--- src/rtl/alu_pkg.sv ---
// rtl/alu_pkg.sv - shared opcodes, constants and FSM encoding for the ALU arbiter
package alu_pkg;

  localparam logic [3:0] ALU_ADD     = 4'h0;
  localparam logic [3:0] ALU_SUB     = 4'h1;
  localparam logic [3:0] ALU_MUL     = 4'h2;
  localparam logic [3:0] ALU_DIV     = 4'h3;
  localparam logic [3:0] ALU_SHL     = 4'h4;
  localparam logic [3:0] ALU_SHR     = 4'h5;
  localparam logic [3:0] ALU_OP_LAST = 4'h5;

  localparam logic [7:0] DIV0_RESULT = 8'hFF;

  typedef enum logic [1:0] {
    ST_IDLE = 2'd0,
    ST_EXEC = 2'd1,
    ST_RESP = 2'd2
  } state_e;

endpackage

--- src/rtl/alu.sv ---
// rtl/alu.sv - 8-bit combinational ALU: add, sub, mul, div, shift left/right
module alu
  import alu_pkg::*;
(
  input  logic [7:0] a_i,
  input  logic [7:0] b_i,
  input  logic [3:0] sel_i,
  output logic [7:0] result_o,
  output logic       carry_o
);

  logic [8:0]  sum;
  logic [15:0] prod;

  assign sum  = {1'b0, a_i} + {1'b0, b_i};
  assign prod = {8'h00, a_i} * {8'h00, b_i};

  always_comb begin
    result_o = 8'h00;
    carry_o  = 1'b0;
    case (sel_i)
      ALU_ADD: begin
        result_o = sum[7:0];
        carry_o  = sum[8];
      end
      ALU_SUB: result_o = a_i - b_i;
      ALU_MUL: result_o = prod[7:0];
      // Quotient is meaningless for b == 0; the caller substitutes its own value.
      ALU_DIV: result_o = (b_i != 8'h00) ? (a_i / b_i) : 8'h00;
      ALU_SHL: result_o = {a_i[6:0], 1'b0};
      ALU_SHR: result_o = {1'b0, a_i[7:1]};
      default: result_o = 8'h00;
    endcase
  end

endmodule

--- src/rtl/alu_arbiter.sv ---
// rtl/alu_arbiter.sv - round-robin sharing of one ALU between two valid/ready requesters
module alu_arbiter
  import alu_pkg::*;
(
  input  logic        clk,
  input  logic        rst,
  input  logic [1:0]  req_valid,
  output logic [1:0]  req_ready,
  input  logic [7:0]  req_sel,
  input  logic [15:0] req_a,
  input  logic [15:0] req_b,
  output logic        rsp_valid,
  input  logic        rsp_ready,
  output logic        rsp_id,
  output logic [7:0]  rsp_data,
  output logic        rsp_carry,
  output logic        rsp_err
);

  state_e      state_q, state_d;
  logic        last_grant_q;
  logic [3:0]  op_sel_q;
  logic [7:0]  op_a_q, op_b_q;
  logic        op_id_q;
  logic        rsp_id_q, rsp_carry_q, rsp_err_q;
  logic [7:0]  rsp_data_q;
  logic        rsp_carry_d, rsp_err_d;
  logic [7:0]  rsp_data_d;

  logic        grant;
  logic        accept;
  logic [3:0]  grant_sel;
  logic [7:0]  grant_a, grant_b;
  logic [7:0]  alu_result;
  logic        alu_carry;
  logic        op_illegal, op_div0;

  // On a tie the requester that did not win last time goes first.
  always_comb begin
    if (req_valid == 2'b11) grant = ~last_grant_q;
    else                    grant = req_valid[1];
  end

  assign accept    = (state_q == ST_IDLE) && !rst && (req_valid != 2'b00);
  assign req_ready = accept ? (grant ? 2'b10 : 2'b01) : 2'b00;
  assign grant_sel = grant ? req_sel[7:4]  : req_sel[3:0];
  assign grant_a   = grant ? req_a[15:8]   : req_a[7:0];
  assign grant_b   = grant ? req_b[15:8]   : req_b[7:0];

  alu u_alu (
    .a_i      (op_a_q),
    .b_i      (op_b_q),
    .sel_i    (op_sel_q),
    .result_o (alu_result),
    .carry_o  (alu_carry)
  );

  assign op_illegal = (op_sel_q > ALU_OP_LAST);
  assign op_div0    = (op_sel_q == ALU_DIV) && (op_b_q == 8'h00);

  always_comb begin
    rsp_data_d  = alu_result;
    rsp_carry_d = (op_sel_q == ALU_ADD) ? alu_carry : 1'b0;
    rsp_err_d   = 1'b0;
    if (op_illegal) begin
      rsp_data_d  = 8'h00;
      rsp_carry_d = 1'b0;
      rsp_err_d   = 1'b1;
    end else if (op_div0) begin
      rsp_data_d  = DIV0_RESULT;
      rsp_err_d   = 1'b1;
    end
  end

  always_comb begin
    state_d = state_q;
    case (state_q)
      ST_IDLE: if (accept)    state_d = ST_EXEC;
      ST_EXEC:                state_d = ST_RESP;
      ST_RESP: if (rsp_ready) state_d = ST_IDLE;
      default:                state_d = ST_IDLE;
    endcase
  end

  always_ff @(posedge clk) begin
    if (rst) begin
      state_q      <= ST_IDLE;
      last_grant_q <= 1'b1;
      op_sel_q     <= 4'h0;
      op_a_q       <= 8'h00;
      op_b_q       <= 8'h00;
      op_id_q      <= 1'b0;
      rsp_id_q     <= 1'b0;
      rsp_data_q   <= 8'h00;
      rsp_carry_q  <= 1'b0;
      rsp_err_q    <= 1'b0;
    end else begin
      state_q <= state_d;
      if (accept) begin
        op_sel_q     <= grant_sel;
        op_a_q       <= grant_a;
        op_b_q       <= grant_b;
        op_id_q      <= grant;
        last_grant_q <= grant;
      end
      if (state_q == ST_EXEC) begin
        rsp_id_q    <= op_id_q;
        rsp_data_q  <= rsp_data_d;
        rsp_carry_q <= rsp_carry_d;
        rsp_err_q   <= rsp_err_d;
      end
    end
  end

  assign rsp_valid = (state_q == ST_RESP);
  assign rsp_id    = rsp_id_q;
  assign rsp_data  = rsp_data_q;
  assign rsp_carry = rsp_carry_q;
  assign rsp_err   = rsp_err_q;

endmodule

--- config.mk ---
export PLATFORM = sky130hd
export DESIGN_NAME = alu_arbiter
export DESIGN_NICKNAME = d
export VERILOG_FILES = /design/src/rtl/alu_pkg.sv /design/src/rtl/alu.sv /design/src/rtl/alu_arbiter.sv
export SDC_FILE = /design/constraint.sdc
export NUM_CORES = 1
export LEC_CHECK = 0
export ABC_AREA = 1
export BUFFER_PORTS_ARGS = -buffer_cell sky130_fd_sc_hd__buf_4
export CAP_MARGIN = 25
export CORE_MARGIN = 1
export CORE_UTILIZATION = 65
export DETAILED_ROUTE_END_ITERATION = 8
export PLACE_DENSITY = 0.94
export SLEW_MARGIN = 10
export SYNTH_ARGS = -nofsm -noshare
export SYNTH_HDL_FRONTEND = slang
export SYNTH_HIERARCHICAL = 1
export SYNTH_SLANG_ARGS = --single-unit
--- constraint.sdc ---
create_clock -name clk -period 20.4 [get_ports clk]
set_clock_uncertainty 0.15 [all_clocks]
set_input_delay 1.02 -clock clk [delete_from_list [all_inputs] [get_ports clk]]
set_output_delay 1.02 -clock clk [all_outputs]
set_load 0.03 [all_outputs]
==> results.yml <==
outcome:
  run_status: "complete, no violations"
finish:
  regArea_um2: 701
  syn_to_final_growth_pct: 10.8
  final_nets: 1010
  postLayoutCellArea_mm2: 0.00577
  drive_above_1_share_pct: 12.9
  fillers: 624
  fin_util_pct: 74.6
  antenna_cells: 0
  multiInputGateArea_mm2: 0.00385
timing:
  setup_tns_ps: 0
  worst_slew_pin_slew_ps: 788
  max_freq_ghz: 0.0957
  slew_violations: 0
  min_period_ps: 10450
  rsz0062_at_grt: "false"
  setup_viol: 0
  postLayoutSetupSlackWorst_ps: 9950
  hold_viol_final: 0
  maxSlewHeadroom_pct: 47.1
  period_share_pct: 51.2
cts:
  holdBufCountCts: 0
  cts_tree: "yes"
  post_cts_buffers: 0
  cts_sinks: 35
  clk_latency_ps: 300
  post_cts_resized: 0
  cts_root_buf: "clkbuf_8"
  clk_pin_slew_ps: 80
  htree_num_levels: 2
  cts_buffers: 5
  clock_path_buffers: 2
global_routing:
  antenna_found_initial: 0
  grt_util_met2_pct: 62.5
  grt.busiest_layer: "met2"
  track_usage_pct: 36.1
  grt_util_met3_pct: 5.78
  grt_pass1_wl_um: 24400
  grt_max_degree: 34
  use_met1_pct: 42.0
  grt_pass1_vias: 5445
  gr-total-overflow: 0
critical_path:
  cp_num_buf_inv: 10
  cpPeakStageDelay_ps: 640
  worstPathMaxFanout: 14
  cp.arrival_ps: 10480
  critPathMostFrequentCell: "nand2_1"
  crit_required_ps: 20420
  cp-start-kind: "flip-flop"
  ff2ff_path_depth: 65
  crit_type: "flip-flop to flip-flop"
  critical_path_depth: 65
  cp_top_family: "simple AND/OR/NAND/NOR gates"
  crit_slowest_cell: "dfxtp_1"
  cp-end-kind: "flip-flop"
synth:
  netlist_top_cells_area: "nand2_1 (19%), ha_1 (17%), dfxtp_1 (13%)"
  yosys.area.top_type_share_pct: 19.2
  ys_types: 46
  synth.most_common_cell: "nand2_1"
  avgSynthCellArea_um2: 6.23
  synth-edff-count: 0
  synth_top_flop_cell: "dfxtp_1"
  synth_commonest_cells: "nand2_1 (266), inv_1 (134), ha_1 (70)"
  syn_inst: 835
  syn_nets: 964
  ys_seq_elements: 35
  ys_seq_area_share_pct: 13.5
  synth_warnings: 6
  ys_async_sr_fraction_pct: 0
  yosys.area.top_type: "nand2_1"
  synthesis.area_mm2: 0.00520
detailed_routing:
  drtIter0Drc: 440
  post-route-drc-count: 0
  antenna_left: 0
  vias: 5728
  wirelength_um: 15100
  viasPerCell: 5.82
  dr.pass1.iters: 5
  wl_per_cell_um: 15.4
floorplanning:
  pin_count: 59
  fp.dieH_um: 91.5
  start_util_pct: 67.3
  die_area_mm2: 0.00837
  num_rows: 32
  die_x_um: 91.5
  core-area_mm2: 0.00773
placement:
  pre_cts_ws_ps: 10200
  dp_hpwl_um: 11600
  placed_area_mm2: 0.00567
  port_buffers: 58
  gp_congestion: 1.01
worst_hold_path:
  whs_path_depth: 2
  hold_class: "flip-flop to flip-flop"
flow_run:
  max_cap_violations: 0
cells in the final DEF (no fill, tap or decap), types with 5 or more instances in the layout:
cell      count
fa_1         14
ha_1         70
nand2_2       6
xnor2_1      11
a21oi_1      61
o22ai_1       6
nor3_1        6
o21ai_0      25
nor2_1       41
buf_4        58
clkbuf_8      6
inv_1       134
dfxtp_1      35
nand4_1       5
nand2_1     266
nand3_2      10
inv_2         9
xor2_1       13
nor2_2        5
nand3_1      39
and2_1        5
flip-flops by register name, summed over array words and instances (netlist names):
name	count
op_a_q	8
op_b_q	8
rsp_err	1
last_grant_q	1
op_id_q	1
rsp_id	1
rsp_data	8
op_sel_q	4
rsp_carry	1
state_q	2
cell type report:
class                      instances  area share (%)
tap                              102            2.21
clock inverter                     2           0.282
timing repair buffer              58            7.55
sequential                        35            12.2
clock buffer                       6            1.43
inverter                         146            9.59
multi-input combinational        635            66.8
worst reg2reg max path, delay by kind of cell, from the launching register on:
family                     cells  cell delay, ps
adders and majority gates      8            2440
buffers and inverters         10            1160
and+or+nand+nor               28            3160
DFF                            1             640
AOI/OAI and AO/OA             19            2800
worst paths after layout:
kind,startpoint,slack (ps),end
setup / recovery,op_b_q[0]$_SDFFE_PP0P_,9950,rsp_data[0]$_SDFFE_PP0N_
hold / removal,rsp_data[4]$_SDFFE_PP0N_,330,rsp_data[4]$_SDFFE_PP0N_
setup reg to reg,op_b_q[0]$_SDFFE_PP0P_,9950,rsp_data[0]$_SDFFE_PP0N_
hold reg to reg,rsp_data[4]$_SDFFE_PP0N_,330,rsp_data[4]$_SDFFE_PP0N_
metal layers:
metal | vias up | part of all wire, %
met3 | 91 | 8.3
met5 | - | 0
met2 | 321 | 46
li1 | 2746 | -
met1 | 2570 | 40
met4 | 0 | 5.7
cells by family (layout without fill, tap and decap cells):
logic type                 after synthesis  count (layout)  share of synthesized area (%)
and+or+nand+nor                        402             402                           33.9
buffers and inverters                  165             212                           12.5
AOI/OAI and AO/OA                      125             125                           13.9
adders and majority gates               84              84                           22.2
DFF                                     35              35                           13.5
xor gates and xnor gates                24              24                           4.04
stage by stage:
step / hold WS (ps) / std cells
CTS: 322 / 984
detailed placement: 310 / 976
floorplan: 293 / 835
finish: 325 / 984
global route: 342 / 984
global placement: 305 / 976
Power is not shown: default switching activity piles up to over one toggle a cycle in this logic, so the estimate is an artifact.
